## config.mk

```make
export PLATFORM = sky130hd
export DESIGN_NAME = csr_access_unit
export DESIGN_NICKNAME = d
export VERILOG_FILES = /design/src/rtl/csr_access_unit.sv
export SDC_FILE = /design/constraint.sdc
export NUM_CORES = 1
export LEC_CHECK = 0
export BUFFER_PORTS_ARGS = -buffer_cell sky130_fd_sc_hd__buf_4
export CORE_MARGIN = 4
export CORE_UTILIZATION = 53
export CTS_CLUSTER_DIAMETER = 40
export DETAILED_ROUTE_END_ITERATION = 8
export GPL_TIMING_DRIVEN = 1
export MAX_ROUTING_LAYER = met4
export PLACE_DENSITY_LB_ADDON = 0.15
export SETUP_SLACK_MARGIN = 0.3
export SYNTH_ARGS = -nofsm -noshare
export SYNTH_HDL_FRONTEND = slang
export SYNTH_SLANG_ARGS = --single-unit
```

## constraint.sdc

```tcl
create_clock -name clk -period 2.2 [get_ports clk]
set_clock_uncertainty 0.1 [all_clocks]
set_input_delay 0.22 -clock clk [delete_from_list [all_inputs] [get_ports clk]]
set_output_delay 0.22 -clock clk [all_outputs]
set_load 0.005 [all_outputs]
```

## src/rtl/csr_access_unit.sv

```systemverilog
// CSR access unit: turns decoded CSRRW/RS/RC (and immediate forms) into READ/WRITE
// command sequences toward the CSR file and returns the old CSR value for rd writeback.
module csr_access_unit #(
    parameter int XLEN   = 32,
    parameter int ADDR_W = 12
) (
    input  logic              clk,
    input  logic              reset_n,
    input  logic              req_valid,
    output logic              req_ready,
    input  logic [2:0]        req_op,
    input  logic [ADDR_W-1:0] req_csr,
    input  logic [XLEN-1:0]   req_src,
    input  logic              req_rs1_zero,
    input  logic [4:0]        req_rd,
    input  logic              kill,
    output logic [1:0]        csr_cmd,
    output logic [ADDR_W-1:0] csr_addr,
    output logic [XLEN-1:0]   csr_wdata,
    input  logic [XLEN-1:0]   csr_rdata,
    input  logic              csr_stall,
    input  logic              read_illegal,
    input  logic              write_illegal,
    output logic              resp_valid,
    input  logic              resp_ready,
    output logic [XLEN-1:0]   resp_data,
    output logic [4:0]        resp_rd,
    output logic              resp_illegal
);

    typedef enum logic [1:0] {S_IDLE, S_READ, S_WRITE, S_RESP} state_t;
    typedef enum logic [1:0] {OP_RW, OP_RS, OP_RC} op_t;

    localparam logic [1:0] CMD_NONE  = 2'd0;
    localparam logic [1:0] CMD_READ  = 2'd1;
    localparam logic [1:0] CMD_WRITE = 2'd2;

    state_t            state, state_next;
    op_t               req_kind, op_q;
    logic [ADDR_W-1:0] csr_q;
    logic [XLEN-1:0]   src_q, old_q, resp_data_q, write_value;
    logic [4:0]        rd_q;
    logic              do_read_q, do_write_q, resp_illegal_q;
    logic              accept, req_do_read, req_do_write, read_fault;

    always_comb begin
        // NOTE: every signal written in always_comb gets a default first, so no path infers a latch.
        req_kind = OP_RW;
        case (req_op)
            3'd2, 3'd6: req_kind = OP_RS;
            3'd3, 3'd7: req_kind = OP_RC;
            default:    req_kind = OP_RW;
        endcase
    end

    assign req_do_write = (req_kind == OP_RW) || !req_rs1_zero;
    assign req_do_read  = !((req_kind == OP_RW) && (req_rd == 5'd0));
    assign accept       = (state == S_IDLE) && req_valid && !kill;
    // A read that precedes a write also fails if the later write would be illegal.
    assign read_fault   = read_illegal || (do_write_q && write_illegal);

    always_comb begin
        write_value = src_q;
        case (op_q)
            OP_RS:   write_value = old_q | src_q;
            OP_RC:   write_value = old_q & ~src_q;
            default: write_value = src_q;
        endcase
    end

    always_ff @(posedge clk) begin
        // NOTE: sequential state uses non-blocking (<=) so every register samples pre-edge values.
        if (!reset_n) state <= S_IDLE;
        else          state <= state_next;
    end

    always_comb begin
        state_next = state;
        case (state)
            S_IDLE:  if (accept) state_next = req_do_read ? S_READ : S_WRITE;
            S_READ: begin
                if (kill)            state_next = S_IDLE;
                else if (!csr_stall) state_next = (read_fault || !do_write_q) ? S_RESP : S_WRITE;
            end
            S_WRITE: if (!csr_stall) state_next = S_RESP;
            S_RESP:  if (kill || resp_ready) state_next = S_IDLE;
            default: state_next = S_IDLE;
        endcase
    end

    always_comb begin
        req_ready    = 1'b0;
        csr_cmd      = CMD_NONE;
        csr_addr     = '0;
        csr_wdata    = '0;
        resp_valid   = 1'b0;
        resp_data    = '0;
        resp_rd      = '0;
        resp_illegal = 1'b0;
        case (state)
            S_IDLE: req_ready = !kill;
            S_READ: begin
                csr_cmd  = CMD_READ;
                csr_addr = csr_q;
            end
            S_WRITE: begin
                // The command is suppressed while the address decodes as write-illegal.
                csr_cmd   = write_illegal ? CMD_NONE : CMD_WRITE;
                csr_addr  = csr_q;
                csr_wdata = write_value;
            end
            S_RESP: begin
                resp_valid   = 1'b1;
                resp_data    = resp_data_q;
                resp_rd      = rd_q;
                resp_illegal = resp_illegal_q;
            end
            default: ;
        endcase
    end

    always_ff @(posedge clk) begin
        if (!reset_n) begin
            op_q           <= OP_RW;
            csr_q          <= '0;
            src_q          <= '0;
            rd_q           <= '0;
            do_read_q      <= 1'b0;
            do_write_q     <= 1'b0;
            old_q          <= '0;
            resp_data_q    <= '0;
            resp_illegal_q <= 1'b0;
        end else begin
            case (state)
                S_IDLE: if (accept) begin
                    op_q           <= req_kind;
                    csr_q          <= req_csr;
                    src_q          <= req_src;
                    rd_q           <= req_rd;
                    do_read_q      <= req_do_read;
                    do_write_q     <= req_do_write;
                    old_q          <= '0;
                    resp_data_q    <= '0;
                    resp_illegal_q <= 1'b0;
                end
                S_READ: if (!kill && !csr_stall) begin
                    if (read_fault) begin
                        resp_illegal_q <= 1'b1;
                        resp_data_q    <= '0;
                    end else begin
                        old_q <= csr_rdata;
                        if (!do_write_q) resp_data_q <= csr_rdata;
                    end
                end
                S_WRITE: if (!csr_stall) begin
                    if (write_illegal) begin
                        resp_illegal_q <= 1'b1;
                        resp_data_q    <= '0;
                    end else begin
                        resp_data_q <= old_q;
                    end
                end
                default: ;
            endcase
        end
    end

endmodule

```

After elaboration in Yosys (flattened, before gate mapping)
Cells that the tools add are included.

Bitwise operators: 3. Reductions and logical operators: 26. Muxes and demuxes: 35. Equal/unequal tests: 18.

Operator list (count): 2-to-1 mux 32 bit (10); case mux 32 bit (2 select lines) (2); case mux 32 bit (3 select lines) (1); AND 32 bit (1); inverter 32 bit (1); bitwise OR 32 bit (1); 2-to-1 mux 2 bit (7); != test 2 bit (second input constant) (7); 2-to-1 mux 12 bit (1); 2-to-1 mux 1 bit (9); case mux 2 bit (2 select lines) (2); case mux 2 bit (4 select lines) (1); AND reduction 4 bit (2); == test 2 bit (second input constant) (3); == test 3 x 2 -> 1 bit (second input constant) (2); == test 3 bit (second input constant) (2); != test 3 bit (second input constant) (2); AND reduction 6 bit (1); OR reduction 2 bit (3); logical AND 1 bit (5); zero test 5 bit (1); 2-to-1 mux 5 bit (1); AND reduction 5 bit (1); == test 2 x 1 -> 1 bit (second input constant) (2); other kinds (7) (14).

Input bits: 93. Output and inout port bits: 86. Register bits after elaboration: 119.

Longest topological paths before layout
Word-level depth: 8. Depth in mapped cells: 9. Mapped depth without buffers: 6.

Worst setup path before layout
No wires, ideal clock.

Kind: flip-flop to flip-flop. Start: register state[0]. End: register resp_data_q[0]. Stages on the path, launching flop included: 8. Path slack: 0.333 ns. Path buffers: 2. Data required time: 1.974 ns. Data arrival time: 1.640 ns. Cells stage by stage: dfxtp_1 > inv_1 > ha_1 > buf_2 > a22oi_1 > nand3_1 > buf_2 > mux2i_1.

Cells in the longest elaborated chain, start to end: 5. Elaborated cells on any way between the ends: 12. Those cells by class: eq/ne: 6; mux: 1; reduce/logical: 5.

Ends and longest elaborated chain: start, declared (line 38) `state_t state, state_next;`; start signal, assigned (line 74) `else state <= state_next;`; zero test 2 bit (line 58, 134); logical AND 1 bit (2 in series) (line 58) `assign accept = (state == S_IDLE) && req_valid && !kill;`; != test 2 bit (no line); AND reduction 5 bit (no line); end signal, assigned (line 152) `if (!do_write_q) resp_data_q <= csr_rdata;`; end signal, assigned (line 160) `resp_data_q <= old_q;`; end, declared (line 41) `logic [XLEN-1:0] src_q, old_q, resp_data_q, write_value;`.

Parallel ways exist; a longest one is shown, timed or not. A chain may end at the register's enable or synchronous reset.

Final worst setup path
Start: register op_q[0]. End: output port csr_wdata[1].

Cells in the longest elaborated chain, start to end: 3. Elaborated cells on any way between the ends: 4. Those cells by class: eq/ne: 2; mux: 2.

Ends and longest elaborated chain: start, declared (line 39) `op_t req_kind, op_q;`; start signal, assigned (line 136) `op_q <= req_kind;`; == test 2 bit or == test 2 x 1 -> 1 bit (tied branches) (line 64) `case (op_q)`; case mux 32 bit (2 select lines) * (line 64); 2-to-1 mux 32 bit * (line 100) `case (state)`; end, declared (line 19) `output logic [XLEN-1:0] csr_wdata,`.

Every way passes the cells marked *; elsewhere a longest branch is shown, timed or not.

==> results_dict.tcl <==
set metrics [dict create \
    status "finished, violations left" \
    violations "setup timing" \
    rows 39 \
    grt_pass1_wl_um 37300 \
    syn_nets 866 \
    synth_most_common_cell "nand2_1" \
    slew_violations 0 \
    hold_viol 0 \
    cts_max_level 4 \
    clk_latency_ns 0.42 \
    synthArstFlopShare 0 \
    r2r_setup_slack_ns 0.17 \
    leakage_nw 4.41 \
    hold_class "primary input to flip-flop" \
    ys_seq_area_frac 0.380 \
    die-area_um2 13600 \
    synth_cells 766 \
    max_clock_freq_mhz 380 \
    synth_cell_types 38 \
    ir_drop_v 0.000555 \
    pin_count 179 \
    first_iter_violations 1687 \
    synth-edff-count 0 \
    rr_endpoint "old_q[1]" \
    r2r-start "state[1]" \
    power_density_nw_per_um2 897 \
    arrival_ns 2.31 \
    synth_xor_area_frac 0 \
    synth_top_family_by_area "simple AND/OR/NAND/NOR gates" \
    fin_util 0.914 \
    drc 0 \
    holdPathEnd "old_q[14]" \
    yosys-top-cells-area "dfxtp_1 (38%), nand2_1 (12%), mux2i_1 (10%)" \
    yosysTopAreaCell "dfxtp_1" \
    cts_tree "done" \
    rsz0062_at_grt "true" \
    die_x_um 117 \
    setup_viol 32 \
    synthSimpleGateAreaFrac 0.277 \
    power_mw 9.44 \
    maxSlewHeadroom 0.470 \
    place.port_buffers 177 \
    path_class "flip-flop to output pin" \
    drive_above_1_share 0.379 \
    finalCritPeriodShare 1.20 \
    ant_nets 0 \
    numCtsBuffers 17 \
    cts_buffer_depth 2 \
    nets 1115 \
    synthDominantCellAreaShare 0.380 \
    hold_slack_ns 0.00522 \
    fin_tns_setup_ns -4.01 \
    cp-end-kind "output pin" \
    die_height_um 117 \
    root_buffer "clkbuf_16" \
    setup_slack_ns -0.433 \
    start_kind "flip-flop" \
    grt_remaining_overflow 0 \
    first_pass_iters 6 \
    synthMuxAreaShare 0.102 \
    synth_flop_cell "dfxtp_1" \
    core_area_um2 11500 \
    area_delta_synth_final_pct 67.9 \
    start_util 0.544 \
    ys_warn_count 0 \
    wl_per_cell_um 28.2 \
    synth_compound_area_frac 0.173 \
    antenna_found_initial 1 \
    track_usage 0.365 \
    min_period_ns 2.63 \
    rr_worst_depth 7 \
    gp_congestion 0.846 \
    worst_pin_slew_ns 0.793 \
    hold_depth 3 \
    synth_area_per_cell_um2 8.18 \
    cts_sinks 119 \
    pre_cts_ws_ns 0.112 \
    worstHoldStart "csr_rdata[14]" \
    dp_hpwl_um 12600 \
    wirelength_um 33100 \
    ys_top_cells_by_count "nand2_1 (199), dfxtp_1 (119), nor2b_1 (66)" \
    cp_data_required_time_ns 1.88 \
    grt_start_max_net_pins 98 \
    netlist_area_um2 6270 \
    clkTransAtPathRegs_ns 0.05 \
    ys_ff_latch 119 \
    synth_fa_ha_area_frac 0.0140 \
    vias_per_cell 6.88 \
    grt_pass1_vias 7016 \
    maxCapViolations 0 \
    n_fill_cell 378 \
    critPathMaxFanout 32 \
    vias 8074 \
]
-- repair_timing --
item | 4_1_cts | 5_1_grt
pin swaps | 7 | 40
cloned | 10 | 7
gates resized for setup | 101 | 162
hold buffers | 72 | 0
endpoints found under the setup margin | 183 | 148
buffers inserted | 11 | 3
endpoints found under the hold margin | 72 | 0
-- kinds of logic after synthesis --
group	Yosys count
simple gates	364
flops	119
fa+ha+maj	7
buf+inv	78
compound gates	134
mux	64
-- flip-flops by register name, summed over array words and instances (netlist names) --
name,flops
old_q,32
rd_q,5
op_q,2
state,2
csr_q,12
resp_data_q,32
do_write_q,1
resp_illegal_q,1
src_q,32
-- power breakdown --
part / switching, mW / internal [mW] / total [mW]
Clock: 1.01 / 1.71 / 2.72
Combinational: 2.27 / 1.86 / 4.13
Sequential: 0.240 / 2.36 / 2.60
-- metal layers --
layer,part of all wire,track usage,vias to the layer above
li1,-,-,3156
met1,0.33,0.426,3721
met2,0.44,0.594,852
met3,0.13,0.0896,345
met4,0.10,0.165,0
met5,0,-,-
-- placed cells by master, fill, tap and decap left out, drive strengths merged, types with 3 or more instances in the layout --
| master | synthesis | final |
|---|---|---|
| clkbuf | 52 | 34 |
| nor2b | 66 | 66 |
| or2 | 1 | 4 |
| inv | 6 | 6 |
| a32o | 32 | 32 |
| a21oi | 55 | 55 |
| nand3 | 34 | 34 |
| dfxtp | 119 | 119 |
| ha | 7 | 7 |
| nand2 | 199 | 199 |
| and2 | 52 | 52 |
| nand2b | 4 | 4 |
| dlygate4sd3 | 0 | 70 |
| mux2i | 64 | 64 |
| buf | 20 | 223 |
| o221a | 32 | 32 |
| o21ai | 3 | 3 |
-- worst max path at each step --
stage	cells past startpoint	start	slack, ns	to
2_1_floorplan	7	state[0]	0.33	resp_data_q[0]
3_3_place_gp	7	state[0]	0.15	resp_data_q[30]
3_5_place_dp	7	state[0]	0.11	resp_data_q[20]
4_1_cts	5	op_q[1]	0.008	csr_wdata[14]
5_1_grt	5	op_q[0]	-0.38	csr_wdata[1]
6_report	5	op_q[0]	-0.43	csr_wdata[1]
-- layout make-up --
class                           count  area [µm²]  area share
Antenna cell                        2        5.00    0.000475
Clock buffer                       30         524      0.0498
Clock inverter                      2        35.0     0.00333
Inverter                            6        32.5     0.00309
Multi-Input combinational cell    572        4230       0.402
Sequential cell                   119        2390       0.227
Tap cell                          143         179      0.0170
Timing Repair Buffer              299        3130       0.297
-- worst max-delay path: stages, from the launching register on --
cell,delay [ns]
dfxtp_2,0.33
inv_2,0.07
ha_4,0.35
nor2b_1,0.70
o221a_4,0.34
buf_6,0.09
-- stage by stage --
| step | instance area, µm² | instances |
|---|---|---|
| 2_1_floorplan | 6270 | 766 |
| 3_3_place_gp | 7680 | 1036 |
| 3_5_place_dp | 7680 | 1036 |
| 4_1_cts | 9780 | 1161 |
| 5_1_grt | 10500 | 1173 |
| 6_report | 10500 | 1173 |
No activity file was read; power rests on OpenSTA's default activity.
